<file path="config.mk">
export PLATFORM = sky130hd
export DESIGN_NAME = regfile_wb_arbiter
export DESIGN_NICKNAME = d
export VERILOG_FILES = /design/src/rtl/regfile_wb_arbiter.sv
export SDC_FILE = /design/constraint.sdc
export NUM_CORES = 1
export LEC_CHECK = 0
export BUFFER_PORTS_ARGS = -buffer_cell sky130_fd_sc_hd__buf_2
export CORE_MARGIN = 8
export CORE_UTILIZATION = 36
export DETAILED_ROUTE_END_ITERATION = 16
export PLACE_DENSITY = 0.7
export RECOVER_POWER = 50
export SLEW_MARGIN = 10
export SYNTH_ARGS = -nofsm -noshare
export SYNTH_HDL_FRONTEND = slang
export SYNTH_SLANG_ARGS = --single-unit
export TNS_END_PERCENT = 50
</file>
<file path="constraint.sdc">
create_clock -name clk -period 2 [get_ports clk]
set_input_delay 0.3 -clock clk [delete_from_list [all_inputs] [get_ports clk]]
set_output_delay 0.3 -clock clk [all_outputs]
set_load 0.03 [all_outputs]
</file>
<file path="src/rtl/regfile_wb_arbiter.sv">
`default_nettype none
// +----------------------------------------------------------------------------+
// | Module   : regfile_wb_arbiter                                              |
// | Purpose  : Shares the register-file write port between the ALU (req0) and |
// |            load (req1) writeback paths. Each path has a one-entry holding  |
// |            slot. An age-aware round-robin arbiter drains the slots into    |
// |            registered write-port outputs. A pending-write mask is exported |
// |            for read-after-write hazard stalls.                             |
// | Options  : `define REGFILE_WB_ARB_STATS_EN adds conflict_cnt and           |
// |            zero_drop_cnt statistics outputs.                               |
// | Revision : 1.0  initial release                                            |
// +----------------------------------------------------------------------------+
module regfile_wb_arbiter #(
  parameter int DATA_W = 32,
  parameter int ADDR_W = 5
) (
  input  logic                 clk,
  input  logic                 rst_n,
  input  logic                 req0_valid,
  input  logic [ADDR_W-1:0]    req0_reg,
  input  logic [DATA_W-1:0]    req0_data,
  output logic                 req0_ready,
  input  logic                 req1_valid,
  input  logic [ADDR_W-1:0]    req1_reg,
  input  logic [DATA_W-1:0]    req1_data,
  output logic                 req1_ready,
  output logic                 rf_reg_write,
  output logic                 rf_reg_dst,
  output logic [ADDR_W-1:0]    rf_write_reg,
  output logic [DATA_W-1:0]    rf_write_data,
  output logic [2**ADDR_W-1:0] pending_mask
`ifdef REGFILE_WB_ARB_STATS_EN
  ,
  output logic [15:0]          conflict_cnt,
  output logic [7:0]           zero_drop_cnt
`endif
);

  localparam logic [ADDR_W-1:0] c_ZERO_REG = '0;

  // Holding slots
  logic              slot0_valid_q, slot0_valid_d;
  logic [ADDR_W-1:0] slot0_reg_q,   slot0_reg_d;
  logic [DATA_W-1:0] slot0_data_q,  slot0_data_d;
  logic              slot1_valid_q, slot1_valid_d;
  logic [ADDR_W-1:0] slot1_reg_q,   slot1_reg_d;
  logic [DATA_W-1:0] slot1_data_q,  slot1_data_d;

  // Set when slot1 holds the older entry of two occupants
  logic              age1_older_q,  age1_older_d;
  // Round-robin pointer: requester preferred on the next contended grant
  logic              rr_ptr_q,      rr_ptr_d;

  // Registered write port
  logic              wr_q,          wr_d;
  logic [ADDR_W-1:0] wreg_q,        wreg_d;
  logic [DATA_W-1:0] wdata_q,       wdata_d;

  // Combinational arbitration and handshake terms
  logic w_both;
  logic w_same_reg;
  logic w_grant0;
  logic w_grant1;
  logic w_rr_toggle;
  logic w_xfer0;
  logic w_xfer1;
  logic w_cap0;
  logic w_cap1;
  logic w_drop0;
  logic w_drop1;
  logic w_stay0;
  logic w_stay1;

  // Arbitration over the currently occupied slots (registered state only)
  always_comb begin
    w_grant0    = 1'b0;
    w_grant1    = 1'b0;
    w_rr_toggle = 1'b0;
    w_both      = slot0_valid_q && slot1_valid_q;
    w_same_reg  = (slot0_reg_q == slot1_reg_q);
    if (w_both) begin
      if (w_same_reg) begin
        // Same destination: commit in capture order
        w_grant1 = age1_older_q;
        w_grant0 = !age1_older_q;
      end else begin
        w_grant1    = rr_ptr_q;
        w_grant0    = !rr_ptr_q;
        w_rr_toggle = 1'b1;
      end
    end else begin
      w_grant0 = slot0_valid_q;
      w_grant1 = slot1_valid_q;
    end
  end

  // Ready depends only on registered state, never on valid
  assign req0_ready = !slot0_valid_q || w_grant0;
  assign req1_ready = !slot1_valid_q || w_grant1;

  // Transfer classification: $zero writes are accepted but discarded
  assign w_xfer0 = req0_valid && req0_ready;
  assign w_xfer1 = req1_valid && req1_ready;
  assign w_cap0  = w_xfer0 && (req0_reg != c_ZERO_REG);
  assign w_cap1  = w_xfer1 && (req1_reg != c_ZERO_REG);
  assign w_drop0 = w_xfer0 && (req0_reg == c_ZERO_REG);
  assign w_drop1 = w_xfer1 && (req1_reg == c_ZERO_REG);

  // An old entry survives the edge when it is held and not granted
  assign w_stay0 = slot0_valid_q && !w_grant0;
  assign w_stay1 = slot1_valid_q && !w_grant1;

  // Slot next-state: capture wins over grant so refill-and-drain has no bubble
  always_comb begin
    slot0_valid_d = slot0_valid_q;
    slot0_reg_d   = slot0_reg_q;
    slot0_data_d  = slot0_data_q;
    slot1_valid_d = slot1_valid_q;
    slot1_reg_d   = slot1_reg_q;
    slot1_data_d  = slot1_data_q;
    if (w_grant0) begin
      slot0_valid_d = 1'b0;
    end
    if (w_cap0) begin
      slot0_valid_d = 1'b1;
      slot0_reg_d   = req0_reg;
      slot0_data_d  = req0_data;
    end
    if (w_grant1) begin
      slot1_valid_d = 1'b0;
    end
    if (w_cap1) begin
      slot1_valid_d = 1'b1;
      slot1_reg_d   = req1_reg;
      slot1_data_d  = req1_data;
    end
  end

  // Age and round-robin next-state
  always_comb begin
    age1_older_d = age1_older_q;
    rr_ptr_d     = rr_ptr_q;
    // slot1 is older only if slot0 alone is refilled while slot1 keeps its
    // entry; a simultaneous capture makes slot0 the older one
    if (w_cap0 || w_cap1) begin
      age1_older_d = w_cap0 && !w_cap1 && w_stay1;
    end
    if (w_rr_toggle) begin
      rr_ptr_d = !rr_ptr_q;
    end
  end

  // Write-port next-state: strobe on grant, hold index/data otherwise
  always_comb begin
    wr_d    = 1'b0;
    wreg_d  = wreg_q;
    wdata_d = wdata_q;
    if (w_grant0) begin
      wr_d    = 1'b1;
      wreg_d  = slot0_reg_q;
      wdata_d = slot0_data_q;
    end else if (w_grant1) begin
      wr_d    = 1'b1;
      wreg_d  = slot1_reg_q;
      wdata_d = slot1_data_q;
    end
  end

  // State registers with asynchronous clear
  always_ff @(posedge clk or negedge rst_n) begin
    if (!rst_n) begin
      slot0_valid_q <= 1'b0;
      slot0_reg_q   <= '0;
      slot0_data_q  <= '0;
      slot1_valid_q <= 1'b0;
      slot1_reg_q   <= '0;
      slot1_data_q  <= '0;
      age1_older_q  <= 1'b0;
      rr_ptr_q      <= 1'b0;
      wr_q          <= 1'b0;
      wreg_q        <= '0;
      wdata_q       <= '0;
    end else begin
      slot0_valid_q <= slot0_valid_d;
      slot0_reg_q   <= slot0_reg_d;
      slot0_data_q  <= slot0_data_d;
      slot1_valid_q <= slot1_valid_d;
      slot1_reg_q   <= slot1_reg_d;
      slot1_data_q  <= slot1_data_d;
      age1_older_q  <= age1_older_d;
      rr_ptr_q      <= rr_ptr_d;
      wr_q          <= wr_d;
      wreg_q        <= wreg_d;
      wdata_q       <= wdata_d;
    end
  end

  assign rf_reg_write  = wr_q;
  assign rf_reg_dst    = 1'b1;
  assign rf_write_reg  = wreg_q;
  assign rf_write_data = wdata_q;

  // Pending-write mask: held slots plus the write being driven; $zero never pends
  always_comb begin
    pending_mask = '0;
    if (slot0_valid_q) begin
      pending_mask[slot0_reg_q] = 1'b1;
    end
    if (slot1_valid_q) begin
      pending_mask[slot1_reg_q] = 1'b1;
    end
    if (wr_q) begin
      pending_mask[wreg_q] = 1'b1;
    end
    pending_mask[0] = 1'b0;
  end

`ifdef REGFILE_WB_ARB_STATS_EN
  logic [15:0] conflict_cnt_q,  conflict_cnt_d;
  logic [7:0]  zero_drop_cnt_q, zero_drop_cnt_d;
  logic [8:0]  w_drop_sum;

  // Saturating statistics counters
  always_comb begin
    conflict_cnt_d = conflict_cnt_q;
    if (w_both && (conflict_cnt_q != 16'hFFFF)) begin
      conflict_cnt_d = conflict_cnt_q + 16'd1;
    end
    w_drop_sum = {1'b0, zero_drop_cnt_q} + {8'd0, w_drop0} + {8'd0, w_drop1};
    zero_drop_cnt_d = (w_drop_sum > 9'd255) ? 8'hFF : w_drop_sum[7:0];
  end

  // Statistics registers
  always_ff @(posedge clk or negedge rst_n) begin
    if (!rst_n) begin
      conflict_cnt_q  <= '0;
      zero_drop_cnt_q <= '0;
    end else begin
      conflict_cnt_q  <= conflict_cnt_d;
      zero_drop_cnt_q <= zero_drop_cnt_d;
    end
  end

  assign conflict_cnt  = conflict_cnt_q;
  assign zero_drop_cnt = zero_drop_cnt_q;
`endif

endmodule
`default_nettype wire
</file>
==> flow_metrics.tcl <==
set metrics [dict create \
    yosys_warnings 0 \
    critPathLaunchType "flip-flop" \
    cts-root-buf "clkbuf_16" \
    critPathRequiredTime_ns 1.70 \
    endpoint_kind "output port" \
    ioPinCount 151 \
    syn-cell-area_mm2 0.00565 \
    drc 0 \
    min_period_ns 2.18 \
    final_cell_area_mm2 0.00842 \
    grt.total_usage_pct 16.1 \
    min_from "req0_data[7]" \
    globalRouteOverflowTotal 0 \
    cpLargestDelayFamily "flip-flops" \
    maxCapViolations 0 \
    drt_pass1_iterations 6 \
    crit_path_cell_trace "buf_6 -> and3b_2 -> a222oi_1 -> inv_1 -> buf_6" \
    grt_max_degree 67 \
    multi_input_area_mm2 0.00292 \
    grt_setup_unrepaired "yes" \
    max_stage_delay_ns 0.42 \
    diodes 0 \
    min_path_type "input pin to flip-flop" \
    whs_endpoint "slot0_data_q[7]" \
    skew_ns 0.00883 \
    rows 45 \
    antenna_found_initial 2 \
    reg2regPathDepth 7 \
    seqCellArea_mm2 0.00291 \
    cts-htree-levels 4 \
    synth.yosys.seq_area_share_pct 51.4 \
    areaGrowthSynthToFinish_pct 49.0 \
    hold_viol 0 \
    drtIter0Drc 178 \
    worst-path-buf-inv 3 \
    r2r_start "slot1_reg_q[4]" \
    violations "negative setup slack" \
    max_freq_mhz 460 \
    yosysTopAreaCell "dfrtp_1" \
    p_per_area_mw_per_mm2 1690 \
    clkSinkCount 116 \
    path_common_cell "buf_6" \
    routed_wl_mm 17.1 \
    synthesis.nets 591 \
    ys_types 41 \
    vias_per_cell 5.19 \
    timing.hold.ws_ns 0.134 \
    fin_setup_tns_ns -3.34 \
    path_class "flip-flop to output port" \
    hpwlAfterDp_mm 11.5 \
    cts_buffer_depth 2 \
    leakagePower_nw 3.96 \
    clk_latency_ns 0.39 \
    reg2reg_to "slot1_data_q[16]" \
    dieWidth_um 141 \
    setup_violations 60 \
    crit_fanout 7 \
    io_buffers 148 \
    async_flop_share_pct 100 \
    cp_slowest_cell "dfrtp_1" \
    grt_pass1_wl_mm 26.0 \
    finalCritPeriodShare_pct 109 \
    wl_per_cell_um 18.3 \
    yosys.area.top_type_share_pct 51.4 \
    arrival_ns 1.88 \
    initial_utilization_pct 37.0 \
    holdPathStages 2 \
    ir_drop_uv 799 \
    place_congestion 0.844 \
    grt_pass1_vias 5034 \
    num_vias 4850 \
    numCtsBuffers 17 \
    fillCellCount 1273 \
    cts_tree "yes" \
    ys_ff_latch 116 \
    core_mm2 0.0153 \
    clk_pin_slew_worst_paths_ns 0.05 \
    p_total_mw 14.3 \
    die-area_mm2 0.0200 \
    r2r_slack_ns -0.07 \
    worstMarginPinSlew_ns 0.964 \
    ys.flop_type "dfrtp_1" \
    final_common_cell "buf_2" \
    syn_inst 513 \
    synth_edf_count 0 \
    fin_ws_ns -0.176 \
    die_h_um 141 \
    status "complete, but fails checks" \
    yosys-top-cells-area "dfrtp_1 51%, mux2_2 14%, nand2_1 6.9%" \
    drive_gt1_share_pct 54.9 \
    nNetsFinal 792 \
    relSlewSlack_pct 35.7 \
    postRouteAntennaNets 0 \
    drv_slew 0 \
    layout_common_cells "117 x buf_2, 109 x dfrtp_1, 98 x nand2_1" \
    placed_cell_area_mm2 0.00683 \
    syn_avg_cell_area_um2 11.0 \
]
[cell type report]
cell class | count | share of cell area, %
Sequential cell | 116 | 34.6
Multi-Input combinational cell | 354 | 34.7
Clock inverter | 4 | 0.832
Clock buffer | 24 | 6.20
Inverter | 6 | 0.297
Tap cell | 211 | 3.14
Timing Repair Buffer | 219 | 20.3
[synth_stat cells, types with 2 or more instances]
| master | instances |
|---|---|
| nor3_1 | 5 |
| conb_1 | 2 |
| nor2_1 | 9 |
| nor3b_1 | 12 |
| or4_1 | 2 |
| buf_4 | 6 |
| buf_6 | 3 |
| dfrtp_1 | 116 |
| mux2_2 | 71 |
| nand2_1 | 104 |
| o21ai_0 | 33 |
| and3b_1 | 4 |
| nand3_1 | 3 |
| mux2_4 | 2 |
| a222oi_1 | 4 |
| o21ai_1 | 7 |
| inv_1 | 6 |
| and4_1 | 2 |
| a22oi_1 | 27 |
| buf_2 | 7 |
| clkbuf_1 | 20 |
| mux2i_1 | 37 |
| and3_1 | 8 |
| a21oi_1 | 2 |
| xnor2_1 | 5 |
[metrics by stage]
stage | util [%] | instances | worst slack, ns
2_1_floorplan | - | 513 | 0.00858
3_3_place_gp | 44.7 | 871 | -0.0408
3_5_place_dp | 44.7 | 871 | -0.108
4_1_cts | 51.8 | 913 | -0.140
5_1_grt | 55.2 | 934 | -0.265
6_report | 55.2 | 934 | -0.176
[worst max-delay path by stage]
stage                   startpoint                to  slack (ns)  cells after the start
detailed placement     req0_reg[1]  slot0_data_q[26]       -0.11                      7
global placement       req0_reg[1]  slot0_data_q[21]       -0.04                      7
floorplan           slot1_reg_q[3]  slot1_data_q[16]       0.009                      8
finish              slot1_reg_q[0]  pending_mask[29]       -0.18                      5
global route        slot1_reg_q[4]        req0_ready       -0.27                      7
CTS                 slot1_reg_q[0]  pending_mask[29]       -0.14                      5
[report_power, final]
group          leakage (nW)  switching (mW)  internal (mW)  total, mW
registers              1.36           0.749           3.38       4.13
clock network         0.296           0.956           2.03       2.99
logic                  2.31            3.94           3.19       7.14
[what timing repair did]
item                                    CTS  global route
hold buffers                              1             0
pin swaps                                18            34
setup buffers                            15            19
cloned                                    0             4
hold endpoints to repair                 16             0
resized for setup                        97           113
endpoints found under the setup margin   53           122
[cell families after synthesis]
group | synth area share [%]
flops | 51.4
buf+inv | 4.01
other cells | 0.133
simple gates | 12.5
mux | 21.2
compound gates | 9.70
xor+xnor | 1.06
[routing by layer]
layer | track usage [%] | up-vias | wire [um]
met1 | 18.7 | 2393 | 6620
met5 | 0 | - | 19
met4 | 5.43 | 4 | 354
met3 | 4.73 | 39 | 1310
met2 | 28.0 | 207 | 8780
li1 | - | 2207 | -
Power figures use the tool's default switching activity.
